## config.mk

```make
export PLATFORM = sky130hd
export DESIGN_NAME = stack_seq_flat
export DESIGN_NICKNAME = d
export VERILOG_FILES = /design/src/rtl/stack_pkg.sv /design/src/rtl/stack_seq_if.sv /design/src/rtl/stack_wait_timer.sv /design/src/rtl/stack_seq.sv /design/src/flat_wrapper.sv
export SDC_FILE = /design/constraint.sdc
export NUM_CORES = 1
export LEC_CHECK = 0
export ABC_AREA = 1
export CAP_MARGIN = 20
export CORE_MARGIN = 2
export CORE_UTILIZATION = 59
export CTS_BUF_LIST = sky130_fd_sc_hd__clkbuf_4 sky130_fd_sc_hd__clkbuf_8
export DETAILED_ROUTE_END_ITERATION = 12
export DONT_BUFFER_PORTS = 1
export MAX_ROUTING_LAYER = met4
export PLACE_DENSITY = 0.78
export SETUP_SLACK_MARGIN = 0.15
export SLEW_MARGIN = 20
export SYNTH_ARGS = -nofsm -noshare
export SYNTH_HDL_FRONTEND = slang
export SYNTH_HIERARCHICAL = 1
export SYNTH_SLANG_ARGS = --single-unit
```

## constraint.sdc

```tcl
create_clock -name clk -period 1.7 [get_ports clk]
set_input_delay 0 -clock clk [delete_from_list [all_inputs] [get_ports clk]]
set_output_delay 0 -clock clk [all_outputs]
set_load 0.02 [all_outputs]
```

## src/rtl/stack_pkg.sv

```systemverilog
// Shared types and constants for the stack push/pop micro-sequencer.
package stack_pkg;

  localparam int WORD_W = 16;

  typedef logic [WORD_W-1:0] word_t;

  localparam word_t STACK_BASE_DEF  = 16'h0000;
  localparam word_t STACK_LIMIT_DEF = 16'hFF00;

  typedef enum logic [2:0] {
    IDLE      = 3'd0,
    PUSH_DEC  = 3'd1,
    PUSH_WR   = 3'd2,
    PUSH_UNDO = 3'd3,
    POP_RD    = 3'd4,
    POP_INC   = 3'd5,
    DONE      = 3'd6
  } state_t;

endpackage

```

## src/rtl/stack_seq_if.sv

```systemverilog
// SP-control and memory-bus signals between the stack sequencer (master)
// and the SP register / memory side (slave).
interface stack_seq_if;
  import stack_pkg::*;

  word_t sp_value;
  logic  sp_dec;
  logic  sp_inc;
  logic  sp_read_abus;
  logic  mem_we;
  logic  mem_re;
  word_t mem_wdata;
  word_t mem_rdata;
  logic  mem_ready;

  modport master (
    input  sp_value, mem_rdata, mem_ready,
    output sp_dec, sp_inc, sp_read_abus, mem_we, mem_re, mem_wdata
  );

  modport slave (
    output sp_value, mem_rdata, mem_ready,
    input  sp_dec, sp_inc, sp_read_abus, mem_we, mem_re, mem_wdata
  );

endinterface

```

## src/rtl/stack_wait_timer.sv

```systemverilog
// Memory wait counter: cleared outside an access, counts cycles without
// mem_ready and flags a timeout on the last allowed cycle (TIMEOUT=0 disables).
module stack_wait_timer #(
  parameter logic [7:0] TIMEOUT = 8'd15
) (
  input  logic clk,
  input  logic reset,
  input  logic clear,
  input  logic ready,
  output logic timeout
);

  logic [7:0] cnt;

  always_ff @(posedge clk or posedge reset) begin
    if (reset)       cnt <= '0;
    else if (clear)  cnt <= '0;
    else if (!ready) cnt <= cnt + 8'd1;
  end

  // ready on the limit cycle wins over the timeout
  assign timeout = (TIMEOUT != 8'd0) && !clear && !ready && (cnt == TIMEOUT - 8'd1);

endmodule

```

## src/rtl/stack_seq.sv

```systemverilog
// Stack PUSH/POP micro-sequencer driving SP strobes and memory strobes.
// Optional SP bounds refusal is enabled by defining STACK_BOUNDS_EN.
//
// state     | meaning
// IDLE      | waiting for push_req / pop_req
// PUSH_DEC  | pre-decrement SP
// PUSH_WR   | write latched word at SP, wait for mem_ready
// PUSH_UNDO | write timed out, increment SP back
// POP_RD    | read word at SP, wait for mem_ready
// POP_INC   | post-increment SP
// DONE      | one-cycle done pulse, err valid
module stack_seq
  import stack_pkg::*;
#(
  parameter logic [7:0] TIMEOUT     = 8'd15,
  parameter word_t      STACK_BASE  = STACK_BASE_DEF,
  parameter word_t      STACK_LIMIT = STACK_LIMIT_DEF
) (
  input  logic        clk,
  input  logic        reset,
  input  logic        push_req,
  input  logic        pop_req,
  input  word_t       push_data,
  output word_t       pop_data,
  output logic        busy,
  output logic        done,
  output logic        err,
  stack_seq_if.master bus
);

  state_t state, state_nx;
  word_t  data_q;
  logic   err_q, err_nx;
  logic   waiting, timeout;
  logic   refuse_push, refuse_pop;

`ifdef STACK_BOUNDS_EN
  assign refuse_push = (bus.sp_value == STACK_LIMIT);
  assign refuse_pop  = (bus.sp_value == STACK_BASE);
`else
  logic unused_bounds;
  assign unused_bounds = ^{bus.sp_value, STACK_BASE, STACK_LIMIT};
  assign refuse_push   = 1'b0;
  assign refuse_pop    = 1'b0;
`endif

  assign waiting = (state == PUSH_WR) || (state == POP_RD);

  stack_wait_timer #(.TIMEOUT(TIMEOUT)) u_timer (
    .clk     (clk),
    .reset   (reset),
    .clear   (!waiting),
    .ready   (bus.mem_ready),
    .timeout (timeout)
  );

  always_comb begin
    state_nx = state;
    err_nx   = err_q;
    case (state)
      IDLE: begin
        if (push_req) begin
          state_nx = refuse_push ? DONE : PUSH_DEC;
          err_nx   = refuse_push;
        end else if (pop_req) begin
          state_nx = refuse_pop ? DONE : POP_RD;
          err_nx   = refuse_pop;
        end
      end
      PUSH_DEC: state_nx = PUSH_WR;
      PUSH_WR: begin
        if (bus.mem_ready) begin
          state_nx = DONE;
          err_nx   = 1'b0;
        end else if (timeout) begin
          state_nx = PUSH_UNDO;
        end
      end
      PUSH_UNDO: begin
        state_nx = DONE;
        err_nx   = 1'b1;
      end
      POP_RD: begin
        if (bus.mem_ready) begin
          state_nx = POP_INC;
        end else if (timeout) begin
          state_nx = DONE;
          err_nx   = 1'b1;
        end
      end
      POP_INC: begin
        state_nx = DONE;
        err_nx   = 1'b0;
      end
      DONE:    state_nx = IDLE;
      default: state_nx = IDLE;
    endcase
  end

  always_ff @(posedge clk or posedge reset) begin
    if (reset) begin
      state    <= IDLE;
      err_q    <= 1'b0;
      data_q   <= '0;
      pop_data <= '0;
    end else begin
      state <= state_nx;
      err_q <= err_nx;
      if (state == IDLE && push_req)         data_q   <= push_data;
      if (state == POP_RD && bus.mem_ready)  pop_data <= bus.mem_rdata;
    end
  end

  assign busy             = (state != IDLE);
  assign done             = (state == DONE);
  assign err              = (state == DONE) && err_q;
  assign bus.sp_dec       = (state == PUSH_DEC);
  assign bus.sp_inc       = (state == PUSH_UNDO) || (state == POP_INC);
  assign bus.sp_read_abus = waiting;
  assign bus.mem_we       = (state == PUSH_WR);
  assign bus.mem_re       = (state == POP_RD);
  assign bus.mem_wdata    = (state == PUSH_WR) ? data_q : '0;

endmodule

```

## src/flat_wrapper.sv

```systemverilog
// flat-port wrapper written by rule: the top's interface ports become plain ports
module stack_seq_flat import stack_pkg::*;
#(
  parameter logic [7:0] TIMEOUT     = 8'd15,
  parameter word_t      STACK_BASE  = STACK_BASE_DEF,
  parameter word_t      STACK_LIMIT = STACK_LIMIT_DEF
)
  (clk, reset, push_req, pop_req, push_data, pop_data, busy, done, err, bus_sp_value, bus_mem_rdata, bus_mem_ready, bus_sp_dec, bus_sp_inc, bus_sp_read_abus, bus_mem_we, bus_mem_re, bus_mem_wdata);
  stack_seq_if bus_i ();
  input  logic clk;
  input  logic reset;
  input  logic push_req;
  input  logic pop_req;
  input  word_t push_data;
  output word_t pop_data;
  output logic busy;
  output logic done;
  output logic err;
  input wire logic [$bits(bus_i.sp_value)-1:0] bus_sp_value;
  input wire logic [$bits(bus_i.mem_rdata)-1:0] bus_mem_rdata;
  input wire logic [$bits(bus_i.mem_ready)-1:0] bus_mem_ready;
  output wire logic [$bits(bus_i.sp_dec)-1:0] bus_sp_dec;
  output wire logic [$bits(bus_i.sp_inc)-1:0] bus_sp_inc;
  output wire logic [$bits(bus_i.sp_read_abus)-1:0] bus_sp_read_abus;
  output wire logic [$bits(bus_i.mem_we)-1:0] bus_mem_we;
  output wire logic [$bits(bus_i.mem_re)-1:0] bus_mem_re;
  output wire logic [$bits(bus_i.mem_wdata)-1:0] bus_mem_wdata;
  assign bus_i.sp_value = bus_sp_value;
  assign bus_i.mem_rdata = bus_mem_rdata;
  assign bus_i.mem_ready = bus_mem_ready;
  assign bus_sp_dec = bus_i.sp_dec;
  assign bus_sp_inc = bus_i.sp_inc;
  assign bus_sp_read_abus = bus_i.sp_read_abus;
  assign bus_mem_we = bus_i.mem_we;
  assign bus_mem_re = bus_i.mem_re;
  assign bus_mem_wdata = bus_i.mem_wdata;
  stack_seq #(.TIMEOUT(TIMEOUT), .STACK_BASE(STACK_BASE), .STACK_LIMIT(STACK_LIMIT)) u_core (.clk(clk), .reset(reset), .push_req(push_req), .pop_req(pop_req), .push_data(push_data), .pop_data(pop_data), .busy(busy), .done(done), .err(err), .bus(bus_i));
endmodule
```

# Yosys cells after proc, flatten, opt, wreduce, memory -nomap -nowiden

Index checks and enable logic that the tools add are counted.

Register bits: 44
Input bits: 53
Output and inout bits: 40
Word-level logic and storage cells: 50

Add/subtract/negate cells: 1
Eq/ne operators: 14
Mux-type cells: 16
Reduce and logical (&&, ||, !) cells: 14

Operators with widths:

| kind                | number |
|---|---|
| $mux 3              | 6 |
| $mux 16             | 1 |
| $mux 8              | 2 |
| $pmux 3 s5          | 1 |
| $eq 3x3->1 const B  | 3 |
| $add 8x1->8 const B | 1 |
| $eq 8x4->1 const B  | 1 |
| $eq 3x2->1 const B  | 2 |
| $ne 2x2->1 const B  | 3 |
| $ne 3x2->1 const B  | 2 |
| $logic_and 1x1->1   | 5 |
| $mux 1              | 5 |
| $pmux 1 s5          | 1 |
| $reduce_and 5->1    | 1 |
| $reduce_bool 5->1   | 1 |
| $eq 3x1->1 const B  | 1 |
| $logic_not 3->1     | 1 |
| $ne 3x3->1 const B  | 1 |
| $reduce_and 3->1    | 1 |
| $reduce_bool 3->1   | 1 |
| $logic_or 1x1->1    | 2 |
| $ne 2x1->1 const B  | 1 |
| $reduce_or 2->1     | 1 |
| $logic_not 1->1     | 1 |

# Longest topological paths before layout

Gate-level depths: netlist (run 1).

Word-level depth: 7
Gate-level depth with buffers: 15
Mapped depth without buffers: 14

# Hierarchy

Netlist (run 1), hierarchy kept.

By module, submodules not included:

| module           | instances | cells an instance | area each (um2) | seq. area each (um2) |
|---|---|---|---|---|
| stack_seq        | 1         | 218               | 1709.1          | 900.9 |
| stack_wait_timer | 1         | 65                | 475.5           | 200.2 |

# Worst setup path before layout (run 1)

OpenSTA, ideal clock, no wires.

Kind: reg-to-reg
From: reg u_core.state[2]
To: reg u_core.err_q
Library setup time: 121 ps
Data arrival time: 1699 ps
Data required time: 1579 ps
Setup slack: -120 ps
Stages on the path, launching flop included: 14
Path buffers: 1
Clock period less this slack: 1820 ps
Cells stage by stage: dfrtp_1 buf_2 nand2_1 nand2_1 nor2_4 inv_1 nor2_1 nand3_1 nor2_1 inv_1 nand3_1 nand3_1 o21bai_1 nand2_1

Longest elaborated chain between the ends: 6
Elaborated cells between the ends (all ways): 15
Classes of those cells: 8 x eq/ne; 1 x mux; 6 x reduce/logical

Ends and longest elaborated chain:

| what                                     | RTL line               | RTL |
|---|---|---|
| start: declaration                       | stack_seq.sv:31        | `state_t state, state_nx;` |
| start signal: assignment                 | stack_seq.sv:107       | `state <= state_nx;` |
| $eq 3x2->1 or $eq 3x3->1 (tied branches) | stack_seq.sv:47        | `assign waiting = (state == PUSH_WR) \|\| (state == POP_RD);` |
| $logic_or 1x1->1 (*)                     | stack_seq.sv:47        |  |
| net bus_sp_read_abus                     | flat_wrapper.sv:24     | `output wire logic [$bits(bus_i.sp_read_abus)-1:0] bus_sp_read_abus;` |
| $logic_and 1x1->1 (*) (2 in a row)       | stack_wait_timer.sv:22 | `assign timeout = (TIMEOUT != 8'd0) && !clear && !ready && (cnt == TIMEOUT - 8'd1);` |
| net u_core.timeout                       | stack_seq.sv:34        | `logic waiting, timeout;` |
| $ne 2x1->1 (no source line) (*)          | --                     |  |
| $reduce_and 5->1 (no source line) (*)    | --                     |  |
| end signal: assignment                   | stack_seq.sv:108       | `err_q <= err_nx;` |
| end: declaration                         | stack_seq.sv:33        | `logic err_q, err_nx;` |

The timed path passes the listed nets; every way through them passes the cells marked *.
A chain may end at the register's enable or synchronous reset.

# Worst setup path in the final report (run 1)

From: reg u_core.state[2]
To: reg u_core.err_q

Longest elaborated chain between the ends: 6
Elaborated cells between the ends (all ways): 15
Classes of those cells: 8 x eq/ne; 1 x mux; 6 x reduce/logical

Ends and longest elaborated chain:

| what                                     | RTL line |
|---|---|
| $eq 3x2->1 or $eq 3x3->1 (tied branches) | stack_seq.sv:47 |
| $logic_or 1x1->1 (*)                     | stack_seq.sv:47 |
| $logic_and 1x1->1 (*) (2 in a row)       | stack_wait_timer.sv:22 |
| net u_core.timeout                       | stack_seq.sv:34 |
| $ne 2x1->1 (no source line) (*)          | -- |
| $reduce_and 5->1 (no source line) (*)    | -- |

Marks and branches as above.

==> results.cfg, run 1 <==
[routing]
viasPerCell = 5.28
firstDrtPassIters = 4
drt-initial-drc-count = 181
drc = 0
detail_route.wl_per_cell_um = 15.5
route.vias.total = 2012
ant_nets = 0
wl_um = 5910

[worst_setup_path]
crit_family = simple AND/OR/NAND/NOR gates
cp.required_ns = 1.88
rr_endpoint = u_core/err_q
crit_start = u_core/state[2]
r2r_cells = 13
worst-path-max-fanout = 3
reg2reg_from = u_core/state[2]
rrSetupSlack_ns = 0.16
max_stage_delay_ns = 0.43
start_kind = register
path_buf_inv = 3
slowest_stage = dfrtp_2
cp.depth = 13
cp_cell_sequence = inv_4 > nand2_4 > nand2_4 > nor2_4 > inv_2 > nor2_4 > nand3_2 > nor2_1 > inv_1 > nand3_2 > nand3_2 > o21bai_1 > nand2_1
critical_path.endpoint = u_core/err_q
cp_common_cell = nand3_2
cp-end-kind = register
worstSetupPathType = register to register
critPathArrivalTime_ns = 1.72

[power_and_ir_drop]
total_power_uw = 5110
p_int_uw = 2690
vdd.ir_drop.worst_uv = 1060
cellLeakagePower_uw = 0.00145
power.share.switching_pct = 47.5
pwr-share-seq_pct = 38.2
p_switching_uw = 2430
pwr-share-comb_pct = 46.3
powerDensity_nw_per_um2 = 1740
clock_power_share_pct = 15.5

[place]
dpl.hpwl_um = 3120
place_congestion = 0.834
placed_cells = 334
port_buffers = 0

[global_route]
grt_pass1_wl_um = 8730
grt-ovfl-total = 0
grt_pass1_vias = 1920
grt_max_degree = 34
track_usage_pct = 27.8
antenna_found_initial = 0

[job]
drv_cap = 0

[synthesis]
synth-main-ff-cell = dfrtp_1
yosysUniqueCellTypes = 23
synth_seq_cells = 44
synth_edf_count = 0
synth_nets = 338
syn_area_um2 = 2180
synth_area_leaders = dfrtp_1, nand2_1, inv_1, nor2_1, nand3_1
synth_common_cells = nand2_1, dfrtp_1, inv_1
yosysMostFrequentCell = nand2_1
ys_seq_area_share_pct = 50.4
synthCells = 283
post_synth.cell_area_avg_um2 = 7.72
yosysWarnings = 6
synth-async-reset-ratio_pct = 100
synth_top_area_share_pct = 50.4
synth.largest_area_cell = dfrtp_1

[floorplan]
initial_core_util_pct = 60.6
coreArea_um2 = 3610
dieHeight_um = 64.9
ios = 93
die_w_um = 64.9
fp-row-count = 22
die_area_um2 = 4210

[clock_network]
cts_tree = built
insertion_delay_ns = 0.29
htreeDepth = 2
clk_pin_slew_worst_paths_ns = 0.08
numCtsBuffers = 5
clock_sinks = 44
clockBufferDepth = 2
cts_hold_buffers = 36
clockRootBuffer = clkbuf_8

[finish]
syn_to_final_growth_pct = 34.7
fillers = 217
drive_gt1_share_pct = 20.4
final_nets = 387
num_antenna_cells = 0
instances_no_fill = 381

[sta]
min_period_over_period_pct = 90.8
worst_pin_slew_ns = 0.556
maxSlewViolCount = 0
timing.hold.ws_ns = -0.207
hold_viol_final = 8
timing.fmax_mhz = 648
min_period_ns = 1.54
relSlewSlack_pct = 62.9
setup_viol = 0
finClkSkew_ns = 0.00729
grt_setup_unrepaired = yes

[run_status]
violations = hold timing
status = finished, violations left

[hold_path]
hold_class = input port to register
-- cell families after synthesis --
kind of cell,count (synthesis),share of synthesized area (%)
AND/OR/NAND/NOR,158,31.4
buffers and inverters,52,10.3
flip-flops,44,50.4
AO/OA/AOI/OAI,27,6.76
adder cells (fa/ha/maj),2,1.15
-- repair_timing --
action                                  4_1_cts  5_1_grt
buffers inserted                              1        2
endpoints found under the setup margin       20       22
hold endpoints to repair                     64        7
resized for setup                             3       33
pin swaps                                     4       10
-- worst min-delay path by stage --
stage	start	end	slack [ns]	depth (start not counted)
5_1_grt	bus_mem_ready	u_core/u_timer/cnt[1]	-0.21	1
2_1_floorplan	reset	u_core/u_timer/cnt[0]	-0.18	1
3_3_place_gp	reset	u_core/u_timer/cnt[7]	-0.14	1
4_1_cts	bus_mem_ready	u_core/u_timer/cnt[1]	-0.21	1
6_report	bus_mem_ready	u_core/u_timer/cnt[1]	-0.21	1
3_5_place_dp	reset	u_core/u_timer/cnt[7]	-0.14	1
-- per-layer routing --
layer | track usage, % | wire length, um | up-vias
met5 | - | 0 | -
met2 | 46.6 | 3080 | 86
met3 | 6.60 | 430 | 10
li1 | - | - | 954
met1 | 34.5 | 2310 | 962
met4 | 6.12 | 86 | 0
-- flip-flops by register name, summed over array words and instances, names as in the netlist --
name,count
u_core/data_q,16
u_core/err_q,1
u_core/pop_data,16
u_core/state,3
u_core/u_timer/cnt,8
-- worst reg2reg max path, cell delays in order, from the launching register on --
cell and delay (ns):
dfrtp_2 0.43, inv_4 0.05, nand2_4 0.07, nand2_4 0.06, nor2_4 0.11, inv_2 0.06, nor2_4 0.09, nand3_2 0.06
nor2_1 0.10, inv_1 0.07, nand3_2 0.09, nand3_2 0.07, o21bai_1 0.13, nand2_1 0.06
-- power groups by stage --
stage	Combinational (uW)	Clock [uW]	Sequential [uW]
2_1_floorplan	1530	0	1870
3_3_place_gp	1810	0	1930
3_5_place_dp	1870	0	1940
4_1_cts	1970	815	1920
5_1_grt	2610	862	1990
6_report	2370	791	1950
-- cells in the final DEF (no fill, tap or decap), types with 3 or more instances in the layout --
master and n:
dfrtp_2 3, nor2_2 8, buf_4 11, inv_1 37, nand3_2 7, dfrtp_1 41
nand3_1 17, dlygate4sd3_1 36, o21ai_0 19, a21oi_1 4, nand2_4 3, clkbuf_8 5
nor2_1 16, inv_2 5, nor2_4 14, nand2_1 89
-- layout make-up --
type | instances | area, um2 | share of cell area [%]
flip-flops and latches | 44 | 1100 | 37.5
multi-input cells | 187 | 1000 | 34.0
repair buffers | 50 | 494 | 16.8
inverters | 44 | 169 | 5.74
clock buffers | 5 | 68.8 | 2.34
well taps | 48 | 60.1 | 2.04
clock inverters | 3 | 46.3 | 1.57
-- per-stage QoR --
stage	util [%]	setup slack, ns	hold WS, ns	cell area (um2)	TNS, ns
6_report	81.6	0.156	-0.207	2940	0
5_1_grt	81.6	-0.0160	-0.214	2940	-0.0160
4_1_cts	77.8	0.124	-0.212	2800	0
3_5_place_dp	64.2	0.0885	-0.142	2310	0
3_3_place_gp	64.2	0.128	-0.142	2310	0
2_1_floorplan	-	0.0382	-0.184	2210	0
No activity file was read; power rests on OpenSTA's default activity.
==> run 2, diff against run 1 <==
CORE_UTILIZATION = 50   (was 59)
PLACE_DENSITY = 0.68   (was 0.78)
==> run 2 against run 1 <==
  * The run now ends clean
  * Total power fell by 0.76%
  * Combinational power down 2%
  * Register-to-register slack worse by 0.02 ns
  * Global-route usage shrank 5.8 points
  * Fmax shrank 1.1%
  * Clock skew up 0.0028 ns
  * First-iteration DRC count shrank 17%
  * Utilization is 12 points lower
  * Critical path type unchanged
  * Critical endpoint unchanged
  * Largest cell class unchanged
==> results.cfg, run 2 (synthesis gave the netlist of run 1 again) <==
[run_status]
status = finished, final reports clean

[routing]
route.vias.total = 1960
viasPerCell = 4.96
drc = 0
wl_um = 5140
firstDrtPassIters = 4
drt-initial-drc-count = 151
ant_nets = 0
detail_route.wl_per_cell_um = 13.0

[finish]
drive_gt1_share_pct = 24.5
syn_to_final_growth_pct = 36.1
final_cell_mix = nand2_1, dfrtp_1, inv_1
layout_commonest_cell = nand2_1
multi_input_area_um2 = 955
fillers = 327
regArea_um2 = 1100
num_antenna_cells = 0
top_regs = u_core/data_q: 16 flops, u_core/pop_data: 16 flops, u_core/u_timer/cnt: 8 flops
postLayoutCoreUtil_pct = 69.3
final_nets = 397

[worst_setup_path]
start_kind = register
cp.required_ns = 1.88
worst-path-max-fanout = 3
worstSetupPathType = register to register
critPathArrivalTime_ns = 1.74
cp-end-kind = register

[sta]
postLayoutSetupSlackWorst_ns = 0.140
relSlewSlack_pct = 63.2
finClkSkew_ns = 0.0101
setup_viol = 0
timing.hold.ws_ns = 0.0716
timing.fmax_mhz = 641
min_period_ns = 1.56
fin_tns_setup_ns = 0
min_period_over_period_pct = 91.8
worst_pin_slew_ns = 0.551
hold_viol_final = 0
grt_setup_unrepaired = yes
maxSlewViolCount = 0

[place]
dpl.hpwl_um = 3150
pre_cts_slack_ns = 0.114
place_congestion = 0.824
port_buffers = 0

[global_route]
grt_pass1_vias = 1827
antenna_found_initial = 0
grt_pass1_wl_um = 8400
track_usage_pct = 22.0
grt-ovfl-total = 0
grt_max_degree = 34

[clock_network]
clockBufferDepth = 2
htreeDepth = 2
clock_sinks = 44
cts_tree = built
numCtsBuffers = 5
insertion_delay_ns = 0.30
clk_pin_slew_worst_paths_ns = 0.09
clockRootBuffer = clkbuf_8

[floorplan]
coreArea_um2 = 4290
dieHeight_um = 70.1
die_w_um = 70.1
ios = 93
fp-row-count = 24
die_area_um2 = 4910
initial_core_util_pct = 50.9

[power_and_ir_drop]
powerDensity_nw_per_um2 = 1710
cellLeakagePower_uw = 0.00149
vdd.ir_drop.worst_uv = 998
total_power_uw = 5070

[hold_path]
hold_class = input port to register

[job]
drv_cap = 0
[run 2: changes by cell type in the layout (fill, tap and decap cells not counted), moves of 2 or more]
cell / previous run / this run
buf_4: 11 / 24
nor2_2: 8 / 20
nor2_4: 14 / 4
nand2_2: 1 / 4
dlygate4sd3_1: 36 / 34
nand2_4: 3 / 1
nor2_1: 16 / 14
[run 2: stage by stage]
stage | cell area (um2) | instances
final | 2970 | 395
after global placement | 2320 | 340
after floorplan | 2210 | 283
after global routing | 2970 | 395
after CTS | 2850 | 390
after detailed placement | 2320 | 340
[run 2: worst max-delay path: stages, from the launching register on]
cell and delay [ns]:
dfrtp_2 0.42, inv_2 0.05, buf_4 0.12, buf_4 0.12
buf_4 0.11, buf_4 0.12, nand2_1 0.09, nand2_1 0.06
nand2_1 0.09, nand3_2 0.07, o21bai_1 0.13, nand2_1 0.06
[run 2: final cells by class]
type / instances / area share (%)
clock buffers: 5 / 2.31
flip-flops and latches: 44 / 37.1
multi-input cells: 187 / 32.1
clock inverters: 3 / 1.56
inverters: 44 / 5.68
repair buffers: 60 / 19.0
well taps: 52 / 2.19
[run 2: metal layers]
metal	vias up	share of wire [%]	track usage [%]
met5	-	0	-
met4	0	0.70	6.41
met3	4	6.7	6.20
met2	80	48	34.1
met1	900	45	28.6
li1	976	-	-
[run 2: what timing repair did]
action                     4_1_cts  5_1_grt
setup buffers                    8        4
hold endpoints to repair        88        0
setup endpoints to repair       19       29
pin swaps                        9       11
hold buffers                    34        0
resized for setup                4       24
cloned                           0        1
[run 2: where the power goes]
| part | internal (uW) | total (uW) | switching (uW) |
|---|---|---|---|
| sequential | 1470 | 1940 | 471 |
| combinational | 881 | 2330 | 1450 |
| clock | 442 | 803 | 360 |
[run 2: worst paths after layout]
path | startpoint | end | slack (ns) | cells past startpoint
max in group asynchronous | reset | u_core/data_q[9] | 1.24 | 3
min in group asynchronous | reset | u_core/u_timer/cnt[5] | 0.14 | 2
worst max-delay path | u_core/state[1] | u_core/err_q | 0.14 | 11
worst min-delay path | push_req | u_core/state[2] | 0.07 | 5
worst max register to register | u_core/state[1] | u_core/err_q | 0.14 | 11
worst min register to register | u_core/u_timer/cnt[2] | u_core/u_timer/cnt[2] | 0.53 | 1
